## src/rtl/axis_frame_len_mon.sv

```systemverilog
// Passive AXI-Stream frame length monitor: measures byte length per frame, queues
// {len, oversize, saturated} status entries and keeps running frame statistics.
module axis_frame_len_mon #(
    parameter int DATA_WIDTH  = 64,
    parameter int KEEP_ENABLE = (DATA_WIDTH > 8),
    parameter int KEEP_WIDTH  = (DATA_WIDTH / 8),
    parameter int LEN_WIDTH   = 16,
    parameter int MAX_LEN     = 1518,
    parameter int FIFO_DEPTH  = 4
) (
    input  logic                  clk,
    input  logic                  rst,
    input  logic [KEEP_WIDTH-1:0] monitor_axis_tkeep,
    input  logic                  monitor_axis_tvalid,
    input  logic                  monitor_axis_tready,
    input  logic                  monitor_axis_tlast,
    output logic [LEN_WIDTH-1:0]  status_len,
    output logic                  status_oversize,
    output logic                  status_saturated,
    output logic                  status_valid,
    input  logic                  status_ready,
    input  logic                  stats_clear,
    output logic [31:0]           stat_frame_count,
    output logic [LEN_WIDTH-1:0]  stat_min_len,
    output logic [LEN_WIDTH-1:0]  stat_max_len,
    output logic [15:0]           stat_drop_count,
    output logic                  busy
);

    localparam int CntW = $clog2(KEEP_WIDTH + 1);
    localparam int SumW = ((LEN_WIDTH > CntW) ? LEN_WIDTH : CntW) + 1;
    localparam int PtrW = $clog2(FIFO_DEPTH);
    localparam int EntW = LEN_WIDTH + 2;
    localparam logic [SumW-1:0] LenMax = SumW'({LEN_WIDTH{1'b1}});
    localparam logic [PtrW:0]   FifoFull = (PtrW + 1)'(FIFO_DEPTH);

    logic [LEN_WIDTH-1:0] acc_q, acc_d;
    logic                 sat_q, sat_d;
    logic                 busy_q, busy_d;
    logic [PtrW:0]        wr_ptr_q, rd_ptr_q;
    logic [EntW-1:0]      mem_q [FIFO_DEPTH];
    logic [31:0]          frame_cnt_q, frame_cnt_d;
    logic [LEN_WIDTH-1:0] min_q, min_d, max_q, max_d;
    logic [15:0]          drop_q, drop_d;

    logic                 beat, frame_end, fifo_full, fifo_empty, pop, push, drop;
    logic [CntW-1:0]      beat_bytes;
    logic [SumW-1:0]      sum;
    logic                 sum_ovf, frame_sat, frame_ov;
    logic [LEN_WIDTH-1:0] frame_len;
    logic [EntW-1:0]      head;

    assign beat      = monitor_axis_tvalid && monitor_axis_tready;
    assign frame_end = beat && monitor_axis_tlast;

    always_comb begin
        beat_bytes = '0;
        if (KEEP_ENABLE != 0) begin
            for (int i = 0; i < KEEP_WIDTH; i++) begin
                beat_bytes = beat_bytes + CntW'(monitor_axis_tkeep[i]);
            end
        end else begin
            beat_bytes = CntW'(KEEP_WIDTH);
        end
    end

    // Once saturated the accumulator sits at all-ones, so the flag stays sticky.
    assign sum       = SumW'(acc_q) + SumW'(beat_bytes);
    assign sum_ovf   = sum > LenMax;
    assign frame_len = sum_ovf ? {LEN_WIDTH{1'b1}} : sum[LEN_WIDTH-1:0];
    assign frame_sat = sat_q || sum_ovf;
    assign frame_ov  = frame_sat || (64'(frame_len) > 64'(MAX_LEN));

    always_comb begin
        acc_d  = acc_q;
        sat_d  = sat_q;
        busy_d = busy_q;
        if (beat) begin
            if (monitor_axis_tlast) begin
                acc_d  = '0;
                sat_d  = 1'b0;
                busy_d = 1'b0;
            end else begin
                acc_d  = frame_len;
                sat_d  = frame_sat;
                busy_d = 1'b1;
            end
        end
    end

    assign fifo_empty = (wr_ptr_q == rd_ptr_q);
    assign fifo_full  = ((wr_ptr_q - rd_ptr_q) == FifoFull);
    assign pop        = !fifo_empty && status_ready;
    assign push       = frame_end && (!fifo_full || pop);
    assign drop       = frame_end && fifo_full && !pop;

    assign head             = mem_q[rd_ptr_q[PtrW-1:0]];
    assign status_valid     = !fifo_empty;
    assign status_len       = status_valid ? head[EntW-1:2] : '0;
    assign status_oversize  = status_valid && head[1];
    assign status_saturated = status_valid && head[0];

    // Clear acts first so a coincident frame end is recorded into fresh statistics.
    always_comb begin
        frame_cnt_d = stats_clear ? 32'd0 : frame_cnt_q;
        min_d       = stats_clear ? {LEN_WIDTH{1'b1}} : min_q;
        max_d       = stats_clear ? '0 : max_q;
        drop_d      = stats_clear ? 16'd0 : drop_q;
        if (frame_end) begin
            frame_cnt_d = frame_cnt_d + 32'd1;
            if (frame_len < min_d) min_d = frame_len;
            if (frame_len > max_d) max_d = frame_len;
        end
        if (drop && drop_d != 16'hFFFF) drop_d = drop_d + 16'd1;
    end

    always_ff @(posedge clk or posedge rst) begin
        if (rst) begin
            acc_q       <= '0;
            sat_q       <= 1'b0;
            busy_q      <= 1'b0;
            wr_ptr_q    <= '0;
            rd_ptr_q    <= '0;
            frame_cnt_q <= '0;
            min_q       <= {LEN_WIDTH{1'b1}};
            max_q       <= '0;
            drop_q      <= '0;
        end else begin
            acc_q       <= acc_d;
            sat_q       <= sat_d;
            busy_q      <= busy_d;
            frame_cnt_q <= frame_cnt_d;
            min_q       <= min_d;
            max_q       <= max_d;
            drop_q      <= drop_d;
            if (push) wr_ptr_q <= wr_ptr_q + 1'b1;
            if (pop)  rd_ptr_q <= rd_ptr_q + 1'b1;
        end
    end

    always_ff @(posedge clk) begin
        if (push) mem_q[wr_ptr_q[PtrW-1:0]] <= {frame_len, frame_ov, frame_sat};
    end

    assign busy             = busy_q;
    assign stat_frame_count = frame_cnt_q;
    assign stat_min_len     = min_q;
    assign stat_max_len     = max_q;
    assign stat_drop_count  = drop_q;

endmodule

```

## config.mk

```make
export PLATFORM = sky130hd
export DESIGN_NAME = axis_frame_len_mon
export DESIGN_NICKNAME = d
export VERILOG_FILES = /design/src/rtl/axis_frame_len_mon.sv
export SDC_FILE = /design/constraint.sdc
export NUM_CORES = 1
export LEC_CHECK = 0
export BUFFER_PORTS_ARGS = -buffer_cell sky130_fd_sc_hd__buf_2
export CAP_MARGIN = 25
export CORE_ASPECT_RATIO = 1.4
export CORE_MARGIN = 8
export CORE_UTILIZATION = 54
export CTS_BUF_LIST = sky130_fd_sc_hd__clkbuf_4 sky130_fd_sc_hd__clkbuf_8
export DETAILED_ROUTE_END_ITERATION = 6
export MAX_ROUTING_LAYER = met4
export PLACE_DENSITY = 0.81
export REMOVE_ABC_BUFFERS = 1
export SLEW_MARGIN = 15
export SYNTH_ARGS = -nofsm -noshare
export SYNTH_HDL_FRONTEND = slang
export SYNTH_SLANG_ARGS = --single-unit
```

## constraint.sdc

```tcl
create_clock -name clk -period 4.4 [get_ports clk]
set_input_delay 0.66 -clock clk [delete_from_list [all_inputs] [get_ports clk]]
set_output_delay 0.66 -clock clk [all_outputs]
set_load 0.1 [all_outputs]
```

==> results of run 1 <==
-- logic make-up after synthesis --
| kind of cell | count (synthesis) | synth area share (%) |
|---|---|---|
| AOI/OAI and AO/OA | 73 | 5.07 |
| xor gates and xnor gates | 59 | 5.72 |
| adders and majority gates | 48 | 7.06 |
| buffers and inverters | 60 | 3.14 |
| DFF | 176 | 52.9 |
| muxes | 58 | 9.08 |
| and+or+nand+nor | 290 | 17.0 |
-- worst max-delay path: cells and delay by family --
| family | cells | cell delay [ns] |
|---|---|---|
| buf+inv | 6 | 0.69 |
| simple gates | 6 | 1.16 |
| fa+ha+maj | 6 | 2.48 |
| compound gates | 1 | 0.18 |
| xor+xnor | 1 | 0.05 |
| mux | 1 | 0.32 |
-- timing repair --
item                       in CTS  in global routing
gates cloned                    1                  0
setup endpoints to repair      36                 36
buffers inserted                7                  7
hold buffers                    0                  0
gates resized for setup        48                 43
pin swaps                      10                  8
-- final timing paths --
check	start	endpoint	slack, ns
worst min-delay path	rst	stat_drop_count[7]	0.39
worst max register to register	acc_q[0]	stat_max_len[1]	-0.35
worst max-delay path	monitor_axis_tkeep[0]	stat_max_len[1]	-0.79
max in group asynchronous	rst	stat_frame_count[12]	3.01
min in group clk	monitor_axis_tready	busy	0.49
worst min register to register	wr_ptr_q[2]	wr_ptr_q[2]	0.49
-- state kept, by name, indices dropped and copies added, names as in the netlist --
name,count
rd_ptr_q,3
busy,1
stat_min_len,16
stat_frame_count,32
stat_drop_count,16
wr_ptr_q,3
stat_max_len,16
sat_q,1
acc_q,16
mem_q,72
-- power groups by stage --
stage / Sequential [mW] / Clock (mW) / Combinational [mW]
2_1_floorplan: 2.38 / 0 / 2.13
3_3_place_gp: 2.02 / 0 / 3.24
3_5_place_dp: 2.02 / 0 / 3.29
4_1_cts: 1.99 / 1.29 / 3.39
5_1_grt: 2.00 / 1.36 / 3.62
6_report: 1.99 / 1.29 / 3.42
-- layout by cell type, fill, tap and decap left out, types with 4 or more instances in the layout --
cell type,count
mux2i_1,30
nor2_1,66
nand4_1,19
a21oi_2,6
ha_4,9
bufinv_16,4
dfrtp_1,88
or3_1,4
inv_4,4
buf_6,16
nand2_1,50
edfxtp_1,72
inv_1,27
nand3b_1,4
and2_4,4
clkbuf_8,20
xnor2_1,31
o21ai_1,4
o21ai_0,23
and2_1,24
buf_2,113
dfstp_2,16
nand3_1,27
xor2_1,27
a21o_1,5
nor3_1,8
o21ai_2,4
and3_1,6
a21oi_1,10
nand2b_1,21
buf_4,64
inv_2,5
and4_1,8
nor2b_1,19
ha_1,34
mux4_2,18
-- layer usage --
| layer | track usage [%] | wire length (um) |
|---|---|---|
| met1 | 22.4 | 8760 |
| met2 | 36.2 | 11500 |
| met3 | 4.00 | 818 |
| met4 | 10.1 | 692 |
| met5 | - | 0 |
-- final cells by class --
type	count	area, um^2
clock inverters	10	171
flip-flops and latches	176	4780
repair buffers	195	1270
multi-input cells	528	4320
clock buffers	22	290
well taps	203	254
fillers	1197	5380
inverters	35	139
==> flow_metrics.tcl, run 1 <==
set metrics [dict create \
    grt_pass1_vias 6754 \
    fin_tns_setup_ns -23.12 \
    cts_tree "built" \
    crit_chain "buf_6, fa_1, inv_1, fa_1, fa_1, fa_2, fa_2, nor2b_4, o31a_1, buf_6, xor2_1, nor2_1, inv_1, buf_4, ha_1, nand4_1, nor4_2, buf_4, nand4_1, and3b_2, mux2_4" \
    drv_cap 0 \
    finalClockSkew_ns 0.0102 \
    ant_nets 0 \
    cts_inserted_buffers 17 \
    fmax_mhz 193 \
    core_um2 16600 \
    gp_congestion 0.873 \
    ys_seq_elements 176 \
    drive_gt1_share_pct 34.5 \
    synth_area_leader_cell "dfrtp_1" \
    path_max_fanout 6 \
    slew_headroom_pct 37.6 \
    clock_path_buffers 2 \
    initial_core_util_pct 54.4 \
    reg2regPathDepth 19 \
    worst_setup_path_start_kind "input pin" \
    leakage_nw 4.99 \
    finish.instance_area_um2 11200 \
    outcome "finished, violations left" \
    synthTopCellsByCount "dfrtp_1, edfxtp_1, nor2_1, nand2_1, ha_1" \
    clockPowerShare_pct 19.2 \
    netSwitchingFraction_pct 46.1 \
    p_comb_share_pct 51.1 \
    drc 0 \
    drt-initial-drc-count 319 \
    synth_edf_count 72 \
    area_growth_pct 24.1 \
    powerDensity_nw_per_um2 597 \
    ioPinCount 115 \
    netlist_instances 764 \
    power_switching_mw 3.09 \
    synth_cell_type_count 64 \
    fin_ws_ns -0.791 \
    dp_worst_setup_slack_ns -1.57 \
    clk_latency_ns 0.46 \
    final.period_utilization_pct 118 \
    finalNetCount 1016 \
    hold_class "in2async" \
    critical_path_class "in2reg" \
    ys.flop_type "dfrtp_1" \
    max_slew.worst_pin.slew_ns 0.936 \
    netlist.area_leader.share_pct 24.4 \
    final_util_pct 67.6 \
    synth_area_leaders "dfrtp_1, edfxtp_1, ha_1" \
    slew_viol_final 0 \
    ir_drop_mv 0.575 \
    final_hold_viol_count 0 \
    synth_area_um2 9040 \
    cp_slowest_stage_delay_ns 0.53 \
    critPathSlowestCell "fa_1" \
    die_x_um 125 \
    num_rows 56 \
    antenna_found_initial 0 \
    totalPowerFinal_mw 6.70 \
    ys.warnings.count 0 \
    chipHeight_um 169 \
    min_period_ns 5.19 \
    io_buffers 114 \
    clock_sinks 176 \
    hold_ws_ns 0.393 \
    dieArea_um2 21200 \
    h-tree-depth 4 \
    wl_per_cell_um 18.6 \
    grt_first_pass_wirelength_um 33700 \
    ys_seq_area_share_pct 52.9 \
    grt_use_total_pct 20.7 \
    via_per_inst 5.64 \
    p_int_mw 3.61 \
    dp.cells 1123 \
    antenna-diode-count 0 \
    cts_root_buf "clkbuf_8" \
    rsz0062_at_grt "yes" \
    violations "negative setup slack" \
    seqPwrFrac_pct 29.7 \
    clk_pin_slew_ns 0.09 \
    cp_data_arrival_time_ns 5.54 \
    via_count 6590 \
    instances_no_fill 1169 \
    synth.most_common_cell "dfrtp_1" \
    required_ns 4.75 \
    syn_area_per_cell_um2 11.8 \
    grt.overflow.total 0 \
    path_common_cell "fa_1" \
    setup_viol 36 \
    endpoint_kind "flop" \
    grt_max_degree 73 \
    wl_um 21700 \
    hpwl_um 14900 \
    dpl_cell_area_um2 10200 \
    drt_first_pass_iters 5 \
    async_flop_share_pct 59.1 \
]
Note: power is estimated with default switching activity, not from simulation.
==> inputs of run 2 (changes only) <==
CORE_ASPECT_RATIO = 0.8   (was 1.4)
CTS_BUF_LIST = sky130_fd_sc_hd__clkbuf_8   (was sky130_fd_sc_hd__clkbuf_4 sky130_fd_sc_hd__clkbuf_8)
PLACE_DENSITY = 0.75   (was 0.81)
==> run 2 against run 1 <==
  * The flow still finishes with violations (negative setup slack)
  * First-iteration DRC count rose by 30%
  * Global-route usage rose by 1.3 points
  * Die area fell by 0.16%
  * Cell count rose by 2.9%
  * Routed wire length rose by 6.9%
  * Total power rose by 0.56%
  * Critical path depth rose by 2
  * Core utilization rose by 2.3 points
  * Clock skew rose by 0.011 ns
  * Sequential cell count did not move
  * Sequential share of layout area fell by 1.0 points
  * Critical path type unchanged
  * Largest power group unchanged
==> flow_metrics.tcl, run 2 (synthesized netlist as in run 1, its figures left out) <==
set metrics [dict create \
    fin_ws_ns -0.895 \
    largest_register_ffs 72 \
    cts_root_buf "clkbuf_8" \
    gp_congestion 0.865 \
    hpwl_um 15400 \
    via_count 6712 \
    cp_data_arrival_time_ns 5.69 \
    violations "negative setup slack" \
    outcome "finished, violations left" \
    critical_path_class "in2reg" \
    final_hold_viol_count 0 \
    ir_drop_mv 0.459 \
    grt_max_degree 82 \
    final.period_utilization_pct 120 \
    powerDensity_nw_per_um2 586 \
    fin_tns_setup_ns -25.33 \
    path_max_fanout 4 \
    reg2regPathDepth 21 \
    clk_pin_slew_ns 0.11 \
    core_um2 16400 \
    grt_use_total_pct 22.0 \
    fill_cells 1111 \
    clock_sinks 176 \
    io_buffers 114 \
    hold_ws_ns 0.142 \
    hold_class "in2async" \
    drive_gt1_share_pct 37.8 \
    multi_input_area_um2 4460 \
    cts_hold_buf 0 \
    rsz0062_at_grt "yes" \
    cts_tree "built" \
    endpoint_kind "flop" \
    drv_cap 0 \
    cts_inserted_buffers 17 \
    antenna-diode-count 0 \
    totalPowerFinal_mw 6.73 \
    drt-initial-drc-count 414 \
    ioPinCount 115 \
    area_growth_pct 27.1 \
    wl_um 23200 \
    h-tree-depth 4 \
    grt_first_pass_wirelength_um 36300 \
    via_per_inst 5.58 \
    grt.overflow.total 0 \
    wl_per_cell_um 19.3 \
    dieArea_um2 21200 \
    min_period_ns 5.30 \
    max_slew.worst_pin.slew_ns 0.963 \
    antenna_found_initial 0 \
    leakage_nw 5.06 \
    final_util_pct 69.9 \
    mostFrequentLayoutCells "buf_2, dfrtp_1, buf_4, edfxtp_1, nor2_1" \
    fmax_mhz 189 \
    clock_path_buffers 2 \
    required_ns 4.79 \
    die_x_um 161 \
    ant_nets 0 \
    final_common_cell "buf_2" \
    slew_headroom_pct 35.8 \
    slew_viol_final 0 \
    clk_latency_ns 0.47 \
    setup_viol 36 \
    drc 0 \
    chipHeight_um 132 \
    initial_core_util_pct 55.0 \
    num_rows 42 \
    grt_pass1_vias 6713 \
    dp_worst_setup_slack_ns -1.51 \
    worst_setup_path_start_kind "input pin" \
    finalNetCount 1033 \
    finalClockSkew_ns 0.0213 \
    drt_first_pass_iters 7 \
    final-seq-area_um2 4780 \
]
-- run 2: timing repair --
action,4_1_cts,5_1_grt
setup buffers,15,9
pin swaps,21,14
cloned,0,1
endpoints found under the setup margin,36,36
resized for setup,77,43
-- run 2: final cells by class --
class / instances / area share [%]
flip-flops and latches: 176 / 41.6
multi-input cells: 528 / 38.8
clock buffers: 17 / 2.04
inverters: 35 / 1.21
well taps: 220 / 2.40
repair buffers: 212 / 12.4
clock inverters: 15 / 1.49
-- run 2: routing by layer --
metal	vias to the layer above	wire length, um	GRT usage [%]
li1	3118	-	-
met1	3339	10400	29.5
met2	212	11000	33.2
met3	43	1270	5.09
met4	0	599	6.17
met5	-	0	-
-- run 2: worst max-delay path: stages --
cell	delay, ns
buf_6	0.09
fa_1	0.53
inv_1	0.05
fa_1	0.49
fa_2	0.44
fa_2	0.36
buf_4	0.15
nor2b_2	0.12
o31a_1	0.25
o21ai_1	0.10
xor2_1	0.30
and2_4	0.21
inv_4	0.05
ha_1	0.31
a21oi_2	0.07
o21ai_1	0.23
a21oi_1	0.13
o21bai_1	0.22
o21a_1	0.16
and3b_2	0.27
buf_6	0.13
clkbuf_16	0.14
mux2i_1	0.20
-- run 2: final timing paths --
check / start / end / slack [ns]
worst max-delay path: monitor_axis_tkeep[3] / stat_max_len[13] / -0.90
worst min-delay path: rst / stat_frame_count[31] / 0.14
worst max register to register: acc_q[0] / stat_max_len[13] / -0.45
worst min register to register: acc_q[0] / acc_q[0] / 0.49
max in group asynchronous: rst / stat_min_len[14] / 3.57
min in group clk: acc_q[0] / acc_q[0] / 0.49
-- run 2: power breakdown --
group | switching (mW) | internal [mW] | total (mW)
combinational | 2.49 | 1.13 | 3.61
sequential | 0.0781 | 1.91 | 1.99
clock | 0.691 | 0.438 | 1.13
-- run 2: stage by stage --
step / cells / instance area (um^2)
5_1_grt: 1203 / 11500
4_1_cts: 1192 / 11200
3_5_place_dp: 1145 / 10300
6_report: 1203 / 11500
3_3_place_gp: 1145 / 10300
2_1_floorplan: 739 / 8890
